[src/rtl/aes_pkg.sv]
// aes_pkg: shared types and defaults for the AES round scheduler.
package aes_pkg;

    // Default number of AES rounds (AES-128).
    localparam int unsigned NR_DEFAULT   = 10;

    // Default number of state columns pushed through the shared column multiplier.
    localparam int unsigned NCOL_DEFAULT = 4;

    // Round scheduler states.
    typedef enum logic [2:0] {
        ST_IDLE     = 3'd0,
        ST_INIT_ARK = 3'd1,
        ST_SUB      = 3'd2,
        ST_SHIFT    = 3'd3,
        ST_MIX      = 3'd4,
        ST_ARK      = 3'd5,
        ST_DONE     = 3'd6
    } aes_state_e;

endpackage

[src/rtl/aes_col_cnt.sv]
// aes_col_cnt: column index sequencer for the shared MixColumns multiplier.
// Counts 0..NCOL-1 while en is high and rests at 0 otherwise.
module aes_col_cnt #(
    parameter int unsigned NCOL = 4
) (
    input  logic       clk,
    input  logic       rst,
    input  logic       en,
    output logic [1:0] col_sel,
    output logic       last
);

    localparam logic [1:0] LAST_COL = 2'(NCOL - 1);

    logic [1:0] cnt_q;
    logic [1:0] cnt_d;

    // Advance while enabled, wrapping to 0 after the last column.
    always_comb begin
        cnt_d = cnt_q;
        if (en) begin
            cnt_d = (cnt_q == LAST_COL) ? '0 : cnt_q + 2'd1;
        end
    end

    // Column counter register.
    always_ff @(posedge clk) begin
        if (rst) begin
            cnt_q <= '0;
        end else begin
            cnt_q <= cnt_d;
        end
    end

    assign col_sel = cnt_q;
    assign last    = (cnt_q == LAST_COL);

endmodule

[src/rtl/aes_round_sched.sv]
// aes_round_sched: control FSM sequencing one AES block encryption:
// initial AddRoundKey, then NR rounds of SubBytes/ShiftRows/MixColumns/AddRoundKey
// (MixColumns skipped in the final round), with a round-key handshake.
// Optional feature: define AES_SCHED_ABORT_EN to make the abort input cancel
// an operation in progress; otherwise abort is ignored.
module aes_round_sched
    import aes_pkg::*;
#(
    parameter int unsigned NR   = NR_DEFAULT,
    parameter int unsigned NCOL = NCOL_DEFAULT
) (
    input  logic       clk,
    input  logic       rst,
    input  logic       start,
    input  logic       abort,
    output logic       busy,
    output logic       done,
    output logic [3:0] round_cnt,
    output logic       sb_en,
    output logic       sr_en,
    output logic       mc_en,
    output logic [1:0] col_sel,
    output logic       rk_req,
    output logic [3:0] rk_idx,
    input  logic       rk_ack,
    output logic       ark_en
);

    localparam logic [3:0] NR_L = 4'(NR);

    aes_state_e state_q;
    logic [3:0] round_q;
    logic       busy_q;
    logic       done_q;
    logic       sb_q;
    logic       sr_q;
    logic       mc_q;
    logic       rk_req_q;

    logic       abort_hit;
    logic       col_clr;
    logic [1:0] col_q;
    logic       col_last;

`ifdef AES_SCHED_ABORT_EN
    assign abort_hit = abort && (state_q != ST_IDLE);
`else
    logic unused_abort;
    assign unused_abort = abort;
    assign abort_hit    = 1'b0;
`endif

    // An abort mid-MixColumns must leave the column counter back at 0.
    assign col_clr = rst || abort_hit;

    aes_col_cnt #(
        .NCOL (NCOL)
    ) u_col_cnt (
        .clk     (clk),
        .rst     (col_clr),
        .en      (mc_q),
        .col_sel (col_q),
        .last    (col_last)
    );

    // Scheduler FSM; strobes are registered for the state being entered.
    always_ff @(posedge clk) begin
        if (rst || abort_hit) begin
            state_q  <= ST_IDLE;
            round_q  <= '0;
            busy_q   <= 1'b0;
            done_q   <= 1'b0;
            sb_q     <= 1'b0;
            sr_q     <= 1'b0;
            mc_q     <= 1'b0;
            rk_req_q <= 1'b0;
        end else begin
            done_q <= 1'b0;
            sb_q   <= 1'b0;
            sr_q   <= 1'b0;
            mc_q   <= 1'b0;
            case (state_q)
                ST_IDLE: begin
                    busy_q   <= 1'b0;
                    rk_req_q <= 1'b0;
                    if (start) begin
                        state_q  <= ST_INIT_ARK;
                        round_q  <= '0;
                        busy_q   <= 1'b1;
                        rk_req_q <= 1'b1;
                    end
                end
                ST_INIT_ARK: begin
                    if (rk_ack) begin
                        state_q  <= ST_SUB;
                        round_q  <= 4'd1;
                        rk_req_q <= 1'b0;
                        sb_q     <= 1'b1;
                    end
                end
                ST_SUB: begin
                    state_q <= ST_SHIFT;
                    sr_q    <= 1'b1;
                end
                ST_SHIFT: begin
                    if (round_q < NR_L) begin
                        state_q <= ST_MIX;
                        mc_q    <= 1'b1;
                    end else begin
                        state_q  <= ST_ARK;
                        rk_req_q <= 1'b1;
                    end
                end
                ST_MIX: begin
                    if (col_last) begin
                        state_q  <= ST_ARK;
                        rk_req_q <= 1'b1;
                    end else begin
                        mc_q <= 1'b1;
                    end
                end
                ST_ARK: begin
                    if (rk_ack) begin
                        rk_req_q <= 1'b0;
                        if (round_q < NR_L) begin
                            state_q <= ST_SUB;
                            round_q <= round_q + 4'd1;
                            sb_q    <= 1'b1;
                        end else begin
                            state_q <= ST_DONE;
                            done_q  <= 1'b1;
                        end
                    end
                end
                ST_DONE: begin
                    state_q <= ST_IDLE;
                    busy_q  <= 1'b0;
                end
                default: begin
                    state_q  <= ST_IDLE;
                    round_q  <= '0;
                    busy_q   <= 1'b0;
                    rk_req_q <= 1'b0;
                end
            endcase
        end
    end

    assign busy      = busy_q;
    assign done      = done_q;
    assign round_cnt = round_q;
    assign sb_en     = sb_q;
    assign sr_en     = sr_q;
    assign mc_en     = mc_q;
    assign col_sel   = mc_q ? col_q : '0;
    assign rk_req    = rk_req_q;
    assign rk_idx    = round_q;
    assign ark_en    = rk_req_q & rk_ack;

endmodule

[config.mk]
export PLATFORM = sky130hd
export DESIGN_NAME = aes_round_sched
export DESIGN_NICKNAME = d
export VERILOG_FILES = /design/src/rtl/aes_pkg.sv /design/src/rtl/aes_col_cnt.sv /design/src/rtl/aes_round_sched.sv
export SDC_FILE = /design/constraint.sdc
export NUM_CORES = 1
export LEC_CHECK = 0
export CORE_ASPECT_RATIO = 0.7
export CORE_MARGIN = 8
export CORE_UTILIZATION = 45
export DETAILED_ROUTE_END_ITERATION = 10
export HOLD_SLACK_MARGIN = 0.12
export PLACE_DENSITY = 0.8
export SLEW_MARGIN = 10
export SYNTH_ARGS = -nofsm -noshare
export SYNTH_HDL_FRONTEND = slang
export SYNTH_SLANG_ARGS = --single-unit
export TNS_END_PERCENT = 20
[constraint.sdc]
create_clock -name clk -period 4.1 [get_ports clk]
set_input_delay 0.41 -clock clk [delete_from_list [all_inputs] [get_ports clk]]
set_output_delay 0.41 -clock clk [all_outputs]
set_load 0.03 [all_outputs]
======== Word-level counts from Yosys, hierarchy flattened ========
Cells that the tools add are included.
W data, S select, Z words.
operators by class
  add/sub/neg operators ................... 2
  multipliers ............................. 0
  divide/modulo/power cells ............... 0
  $lt $le $gt $ge ......................... 1
  equal/unequal tests ..................... 14
  shifts and indexed selects .............. 0
  mux-type cells .......................... 28
  bitwise gates (word level) .............. 5
  reduce and logical (&&, ||, !) cells .... 9
operator list
  kind                   count
  $pmux W3 S6            1
  $mux W4                4
  $pmux W4 S4            1
  $mux W3                5
  $ne A2 B2 Y1 const B   6
  $mux W1                11
  $eq A3 B3 Y1 const B   3
  $reduce_and A4 Y1      2
  $eq A3 B2 Y1 const B   2
  $pmux W1 S2            3
  $pmux W1 S5            1
  $reduce_and A5 Y1      1
  $reduce_or A5 Y1       1
  $add A4 B1 Y4 const B  1
  $lt A4 B4 Y1 const B   1
  $mux W2                2
  $not A1 Y1             4
  $reduce_or A2 Y1       2
  $reduce_or A4 Y1       1
  $eq A3 B1 Y1 const B   1
  $logic_not A3 Y1       1
  $reduce_or A3 Y1       1
  $add A2 B1 Y2 const B  1
  $eq A2 B2 Y1 const B   1
  2 further kinds        2
storage, ports and cells
  flip-flop bits (word level) ............. 15
  bits in latches ......................... 0
  bits in writable memories ............... 0
  bits in read-only memories .............. 0
  output and inout port bits .............. 17
  word-level logic and storage cells ...... 68
  memories kept ........................... 0

======== Longest topological paths before layout ========
Gate-level depths: netlist of the first run.
  depth in word-level cells ............... 4
  gate-level depth with buffers ........... 5
  gate-level depth less buffers ........... 5

======== Hierarchy ========
Synthesis of the first run repeated with hierarchy kept, for this count alone.
second synthesis, totals
  cells, all modules ...................... 92
  area, all modules ....................... 813.3 um2
by module, submodules not included
  module           times used  cells an instance  area an instance (um2)  seq. area each (um2)
  aes_round_sched  1           84                 726.9                   260.2
  aes_col_cnt      1           8                  86.3                    40.0

======== Worst setup path before layout of the first run ========
Ideal clock, no wire load.
  path kind ............................... reg-to-reg
  from .................................... register round_q[1] (netlist: rk_idx[1])
  to ...................................... register rk_req_q (netlist: rk_req)
  setup time .............................. 103 ps
  arrival ................................. 1284 ps
  setup slack ............................. 2712 ps
  cell stages (with the launch flop) ...... 5
  path buffers ............................ 0
  cells stage by stage .................... dfxtp_1 -> o21ai_0 -> nand3_1 -> a21oi_1 -> a2111oi_2
on the way
  longest elaborated chain between the ends .. 3
ends and longest elaborated chain
  what                                RTL line                RTL
  from (decl)                         aes_round_sched.sv:32   logic [3:0] round_q;
  from (signal assigned)              aes_round_sched.sv:127  round_q <= round_q + 4'd1;
  $lt A4 B4 Y1                        aes_round_sched.sv:106  if (round_q < NR_L) begin
  $ne A2 B2 Y1 (no source line)       --
  $reduce_and A4 Y1 (no source line)  --
  to (signal assigned)                aes_round_sched.sv:111  rk_req_q <= 1'b1;
  to (signal assigned)                aes_round_sched.sv:117  rk_req_q <= 1'b1;
  to (signal assigned)                aes_round_sched.sv:124  rk_req_q <= 1'b0;
  to (decl)                           aes_round_sched.sv:38   logic rk_req_q;
Every way passes these cells.
A chain may end at the register's enable or synchronous reset.

======== Worst setup path in the final report of the first run ========
  from .................................... input port rk_ack
  to ...................................... output port ark_en
on the way
  longest elaborated chain between the ends .. 1
ends and longest elaborated chain
  what           RTL line                RTL
  from (decl)    aes_round_sched.sv:25   input logic rk_ack,
  $and A1 B1 Y1  aes_round_sched.sv:158  assign ark_en = rk_req_q & rk_ack;
  to (decl)      aes_round_sched.sv:26   output logic ark_en
Every way passes these cells.

==> summary.txt, run 1 <==
Detailed routing
  • Via density: 5.50
  • Final WL: 1860 microns
  • # DRC: 0
  • DR vias: 698
  • Routed len/inst: 14.7 microns
  • Drt first pass iters: 4
  • Starting DRC count in detailed routing: 10
  • ANT nets after route: 0

Timing
  • Fin crit period: 2250 ps
  • Fin crit share: 0.548
  • Final-report setup violation count: 0
  • Fin. max-slew vios: 0
  • Final hold viol count: 0
  • Setup TNS: 0 ps
  • Worst Tran Pin Value: 833 ps
  • Final hold slack: 533 ps
  • Achievable frequency: 445 MHz
  • Worst Skew: 4.74 ps
  • Unrepaired setup endpoints after global routing: false
  • Relative slew margins: 0.444

Placed design
  • Detailed placer's ending HPWL: 1390 microns
  • GPL Wtd Cong: 0.710
  • I/O Buffers: 20
  • Placed Area: 0.00105 sq mm

Setup path
  • Slowest-stage cell, CP: clkdlybuf4s50_1
  • CP Capture Type: output pin
  • CP Launch Type: primary input
  • Cell mode on critical path: clkdlybuf4s50_1
  • Max FO, Critical Path: 7
  • Cell Chain, Critical Path: clkdlybuf4s50_1, and2_1, clkdlybuf4s50_1
  • Max incr delay on CP: 670 ps
  • Crit Path Class: primary input to output pin
  • Crit path DAT: 1840 ps
  • Crit path required time: 3690 ps

Flow run
  • Max-Cap Viols: 0

Cells and area
  • Layout net count: 113
  • Layout area overhead: 22.0%
  • ANT cells: 0
  • Fraction of layout cells with a size suffix above 1: 0.114
  • Cell area after layout: 0.00107 sq mm

Power and ir drop
  • Static Leakage: 0.381 nW
  • Net Sw Frac: 0.309
  • Total power: 332 uW
  • Sw power: 103 uW
  • Clock Power Share: 0.254
  • Cell-internal power: 229 uW
  • Pwr Density: 309 mW/mm^2
  • Reg power frac: 0.514
  • Combinational group share of total power: 0.232
  • Peak supply drop: 0.225 mV

Synth
  • Syn_nets: 97
  • Average cell area after synthesis: 9.77 sq um
  • Netlist Area Pre-Place: 880 sq um
  • Yosys warnings: 0
  • #FFs+latches synth: 15
  • Post-Synthesis Cells: 90
  • Register area share after synthesis: 0.341
  • Post-synth cell types: 38

Clocking
  • Hold Buf Count CTS: 0
  • Resized cells post-CTS: 0
  • CTS tree: yes
  • Setup Buffers After CTS: 0
  • H-tree depth: 1
  • Clock buffer depth: 2
  • Clock Sinks: 15
  • Clock root buffer: clkbuf_4
  • Clock transition at path regs: 90 ps
  • Skew-Pair Late Insertion Delay: 280 ps
  • Clock buffer count from CTS: 3

Min path
  • Worst min path class: flop to flop

Global route
  • Met3 Usage GRT: 0.0568
  • Total grt overflow: 0
  • Largest net degree at the start of global routing: 21
  • GRT busiest layer: met2
  • Gr usage total: 0.115
  • Met2 GRT Util: 0.177
  • Number of global-route vias before repair: 665
  • First-pass GRT wire length: 3180 microns
  • GR Util met1: 0.141
  • Initial antenna violation count: 0

Die
  • Die W: 68.8 microns
  • Initial Util: 0.474
  • Rows: 13
  • Die Ht: 53.0 microns
  • Core box area: 0.00185 sq mm
  • Die area: 0.00365 sq mm
  • # IOs: 22

Run status
  • Run status: finished clean
==> worst max-delay path: cells and delay by family <==
family,cells,cell delay (ps)
simple gates,1,170
buf+inv,2,1260
==> power by group through the flow <==
stage	registers (mW)	logic [mW]	clock network, mW
3_3_place_gp	0.173	0.0750	0
6_report	0.171	0.0769	0.0841
4_1_cts	0.170	0.0773	0.0882
5_1_grt	0.172	0.0829	0.0975
2_1_floorplan	0.172	0.0581	0
3_5_place_dp	0.174	0.0770	0
==> path summary, 6_finish.rpt <==
| kind | from | end | slack (ps) | depth (start not counted) |
|---|---|---|---|---|
| setup / recovery | rk_ack | ark_en | 1850 | 3 |
| hold / removal | u_col_cnt.col_sel[1] | u_col_cnt.col_sel[1] | 530 | 2 |
| hold reg to reg | u_col_cnt.col_sel[1] | u_col_cnt.col_sel[1] | 530 | 2 |
| setup reg to reg | state_q[0] | rk_req | 2280 | 4 |
==> Yosys cell counts <==
| library cell | n | share of area |
|---|---|---|
| a2111oi_2 | 2 | 0.034 |
| a2111oi_4 | 1 | 0.031 |
| a21oi_1 | 4 | 0.023 |
| a21oi_4 | 1 | 0.018 |
| a22oi_1 | 2 | 0.017 |
| a31oi_1 | 1 | 0.0071 |
| and2_1 | 3 | 0.021 |
| and2_4 | 1 | 0.010 |
| buf_2 | 3 | 0.017 |
| buf_4 | 4 | 0.034 |
| buf_6 | 1 | 0.013 |
| clkbuf_1 | 1 | 0.0043 |
| dfxtp_1 | 15 | 0.34 |
| ha_1 | 2 | 0.028 |
| inv_1 | 1 | 0.0043 |
| mux2_4 | 1 | 0.017 |
| mux2i_1 | 5 | 0.057 |
| nand2_1 | 3 | 0.013 |
| nand2b_1 | 4 | 0.028 |
| nand3_1 | 3 | 0.017 |
| nand3b_1 | 1 | 0.0085 |
| nand3b_4 | 1 | 0.023 |
| nand4b_1 | 1 | 0.010 |
| nor2_1 | 9 | 0.038 |
| nor2b_1 | 3 | 0.021 |
| nor3_1 | 2 | 0.011 |
| nor3b_1 | 1 | 0.0085 |
| nor4_1 | 2 | 0.014 |
| nor4b_1 | 1 | 0.010 |
| nor4b_4 | 1 | 0.027 |
| nor4bb_2 | 1 | 0.018 |
| o21a_1 | 2 | 0.017 |
| o21ai_0 | 2 | 0.011 |
| o21ai_1 | 1 | 0.0057 |
| o21ba_1 | 1 | 0.011 |
| o31ai_1 | 1 | 0.0085 |
| o32a_1 | 1 | 0.011 |
| or3_1 | 1 | 0.0071 |
==> flip-flops by register name, indices dropped and copies added (netlist names) <==
name / cells
rk_idx: 4
state_q: 3
u_col_cnt.col_sel: 2
busy: 1
done: 1
mc_en: 1
rk_req: 1
sb_en: 1
sr_en: 1
==> cell families after synthesis <==
logic type	synth area share
compound gates	0.196
simple gates	0.287
flops	0.341
mux	0.0740
fa+ha+maj	0.0284
buf+inv	0.0725
==> cells in the final DEF (no fill, tap or decap), types with 2 or more instances in the layout <==
master and count:
nand3_1 3, nor2b_1 3, nor2_1 9, nor4_1 2, clkbuf_4 3, and2_1 3
nor3_1 2, mux2i_1 5, o21ai_0 2, nand2_1 3, nand2b_1 4, dfxtp_1 15
clkdlybuf4s50_1 20, ha_1 2, a22oi_1 2, o21a_1 2, a21oi_1 4, a2111oi_2 2
==> routing by layer <==
| metal | part of all wire | wire length [microns] |
|---|---|---|
| met1 | 0.45 | 846 |
| met2 | 0.45 | 842 |
| met3 | 0.087 | 162 |
| met4 | 0.0054 | 10 |
| met5 | 0 | 0 |
==> through the flow <==
stage          worst slack [ps]  std cells   util
2_1_floorplan              2710         90      -
3_3_place_gp               1880        123  0.565
3_5_place_dp               1880        123  0.565
4_1_cts                    1870        127  0.579
5_1_grt                    1820        127  0.579
6_report                   1850        127  0.579
==> layout make-up <==
type / count / area (sq um)
fillers: 187 / 781
well taps: 22 / 27.5
flip-flops and latches: 15 / 300
repair buffers: 20 / 200
clock buffers: 4 / 26.3
inverters: 1 / 3.75
multi-input cells: 65 / 515
No activity file was read; power rests on OpenSTA's default activity.
==> inputs of run 2 (changes only) <==
- clock period: 4.1 -> 2.1 ns (I/O delays scaled with it)
==> run 2 against run 1 <==
Effect of this change: final area grew 2.2%; sequential power up 89%; sequential cell count unchanged; critical path type unchanged; critical endpoint unchanged; highest routed layer unchanged.
==> summary.txt, run 2 (synthesized netlist as in run 1, its figures left out) <==
Run status
  • Run status: finished clean (unchanged)

Detailed routing
  • DR vias: 698 (unchanged)
  • Routed len/inst: 14.0 microns (was 14.7 microns)
  • ANT nets after route: 0 (unchanged)
  • Via density: 5.37 (was 5.50)
  • Starting DRC count in detailed routing: 9 (was 10)
  • # DRC: 0 (unchanged)
  • Final WL: 1820 microns (was 1860 microns)
  • Drt first pass iters: 4 (unchanged)

Global route
  • Initial antenna violation count: 0 (unchanged)
  • Number of global-route vias before repair: 663 (was 665)
  • Gr usage total: 0.112 (was 0.115)
  • First-pass GRT wire length: 3090 microns (was 3180 microns)
  • Total grt overflow: 0 (unchanged)
  • Largest net degree at the start of global routing: 18 (was 21)

Power and ir drop
  • Clock Power Share: 0.257 (was 0.254)
  • Combinational group share of total power: 0.251 (was 0.232)
  • Cell-internal power: 450 uW (was 229 uW)
  • Reg power frac: 0.492 (was 0.514)
  • Peak supply drop: 0.419 mV (was 0.225 mV)
  • Pwr Density: 600 mW/mm^2 (was 309 mW/mm^2)
  • Sw power: 209 uW (was 103 uW)
  • Static Leakage: 0.399 nW (was 0.381 nW)
  • Net Sw Frac: 0.317 (was 0.309)

Timing
  • Final hold viol count: 0 (unchanged)
  • Achievable frequency: 542 MHz
  • Worst Skew: 16.4 ps (was 4.74 ps)
  • Setup TNS: 0 ps (unchanged)
  • Fin. max-slew vios: 0 (unchanged)
  • Final hold slack: 531 ps (was 533 ps)
  • Fin crit share: 0.879
  • Relative slew margins: 0.565 (was 0.444)
  • Fin crit period: 1850 ps
  • Worst Tran Pin Value: 652 ps (was 833 ps)
  • Unrepaired setup endpoints after global routing: false (unchanged)
  • Final-report setup violation count: 0 (unchanged)

Die
  • Core box area: 0.00185 sq mm (unchanged)
  • Initial Util: 0.474 (unchanged)
  • Die Ht: 53.0 microns (unchanged)
  • Die W: 68.8 microns (unchanged)
  • Rows: 13 (unchanged)
  • # IOs: 22 (unchanged)
  • Die area: 0.00365 sq mm (unchanged)

Cells and area
  • Fraction of layout cells with a size suffix above 1: 0.148 (was 0.114)
  • Cell area after layout: 0.00110 sq mm (was 0.00107 sq mm)
  • Commonest cells after routing, fill and taps aside: 20 x clkdlybuf4s50_1, 15 x dfxtp_1, 9 x nor2_1, 5 x mux2i_1 (unchanged)
  • Layout net count: 116 (was 113)
  • Max reg flops: 4 (unchanged)
  • Layout area overhead: 24.8% (was 22.0%)
  • Commonest non-fill, non-tap cell in the layout: clkdlybuf4s50_1 (unchanged)
  • ANT cells: 0 (unchanged)

Clocking
  • Clock transition at path regs: 100 ps (was 90 ps)
  • Hold Buf Count CTS: 0 (unchanged)
  • Clock root buffer: clkbuf_4 (unchanged)
  • Skew-Pair Late Insertion Delay: 290 ps (was 280 ps)
  • Setup Buffers After CTS: 0 (unchanged)
  • Clock Sinks: 15 (unchanged)
  • CTS tree: yes (unchanged)
  • Clock buffer count from CTS: 3 (unchanged)
  • H-tree depth: 1 (unchanged)
  • Resized cells post-CTS: 0 (unchanged)
  • Clock buffer depth: 2 (unchanged)

Placed design
  • Placed Area: 0.00107 sq mm (was 0.00105 sq mm)
  • Detailed placer's ending HPWL: 1360 microns (was 1390 microns)
  • GPL Wtd Cong: 0.765 (was 0.710)
  • I/O Buffers: 20 (unchanged)

Setup path
  • Crit path required time: 1890 ps (was 3690 ps)
  • Slowest-stage cell, CP: clkdlybuf4s50_1 (unchanged)
  • Crit path DAT: 1640 ps (was 1840 ps)
  • Crit Path Class: primary input to output pin (unchanged)
  • Max incr delay on CP: 670 ps (about the same)
  • CP Launch Type: primary input (unchanged)
  • Cell mode on critical path: clkdlybuf4s50_1 (unchanged)
  • Max FO, Critical Path: 7 (unchanged)
  • Cell Chain, Critical Path: clkdlybuf4s50_1, and2_1, clkdlybuf4s50_1 (unchanged)
  • CP Capture Type: output pin (unchanged)

Min path
  • Worst min path class: flop to flop (unchanged)

Flow run
  • Max-Cap Viols: 0 (unchanged)
[run 2: area by class of cell]
cell class              count  area, sq um
fillers                   179          757
multi-input cells          65          515
flip-flops and latches     15          300
repair buffers             23          223
well taps                  22         27.5
clock buffers               3         22.5
clock inverters             1         5.00
inverters                   1         3.75
[run 2: worst max-delay path: cells and delay by family]
| kind | cells | cell delay, ps |
|---|---|---|
| buffers and inverters | 2 | 1260 |
| AND/OR/NAND/NOR | 1 | 160 |
[run 2: through the flow]
stage	power (mW)	utilization	std cells	setup slack, ps
after CTS	0.665	0.592	130	241
after floorplan	0.449	-	90	712
after global routing	0.692	0.592	130	187
after global placement	0.491	0.577	126	286
after detailed placement	0.496	0.577	126	256
final	0.659	0.592	130	255
[run 2: path summary, 6_finish.rpt]
path	cells after the start	slack [ps]	startpoint	endpoint
worst max-delay path	3	250	rk_ack	ark_en
worst min-delay path	2	530	u_col_cnt.col_sel[1]	u_col_cnt.col_sel[1]
worst max register to register	4	430	state_q[2]	rk_idx[1]
worst min register to register	2	530	u_col_cnt.col_sel[1]	u_col_cnt.col_sel[1]
[run 2: power by group through the flow]
stage | registers [mW] | clock network [mW] | logic (mW)
2_1_floorplan | 0.335 | 0 | 0.114
3_3_place_gp | 0.329 | 0 | 0.162
3_5_place_dp | 0.330 | 0 | 0.166
4_1_cts | 0.324 | 0.174 | 0.167
5_1_grt | 0.328 | 0.185 | 0.179
6_report | 0.324 | 0.169 | 0.166
[run 2: per-layer routing]
| metal | track usage | vias up | wire, microns |
|---|---|---|---|
| li1 | - | 360 | - |
| met1 | 0.141 | 310 | 853 |
| met2 | 0.168 | 26 | 817 |
| met3 | 0.0463 | 2 | 133 |
| met4 | 0.0399 | 0 | 14 |
| met5 | 0 | - | 0 |
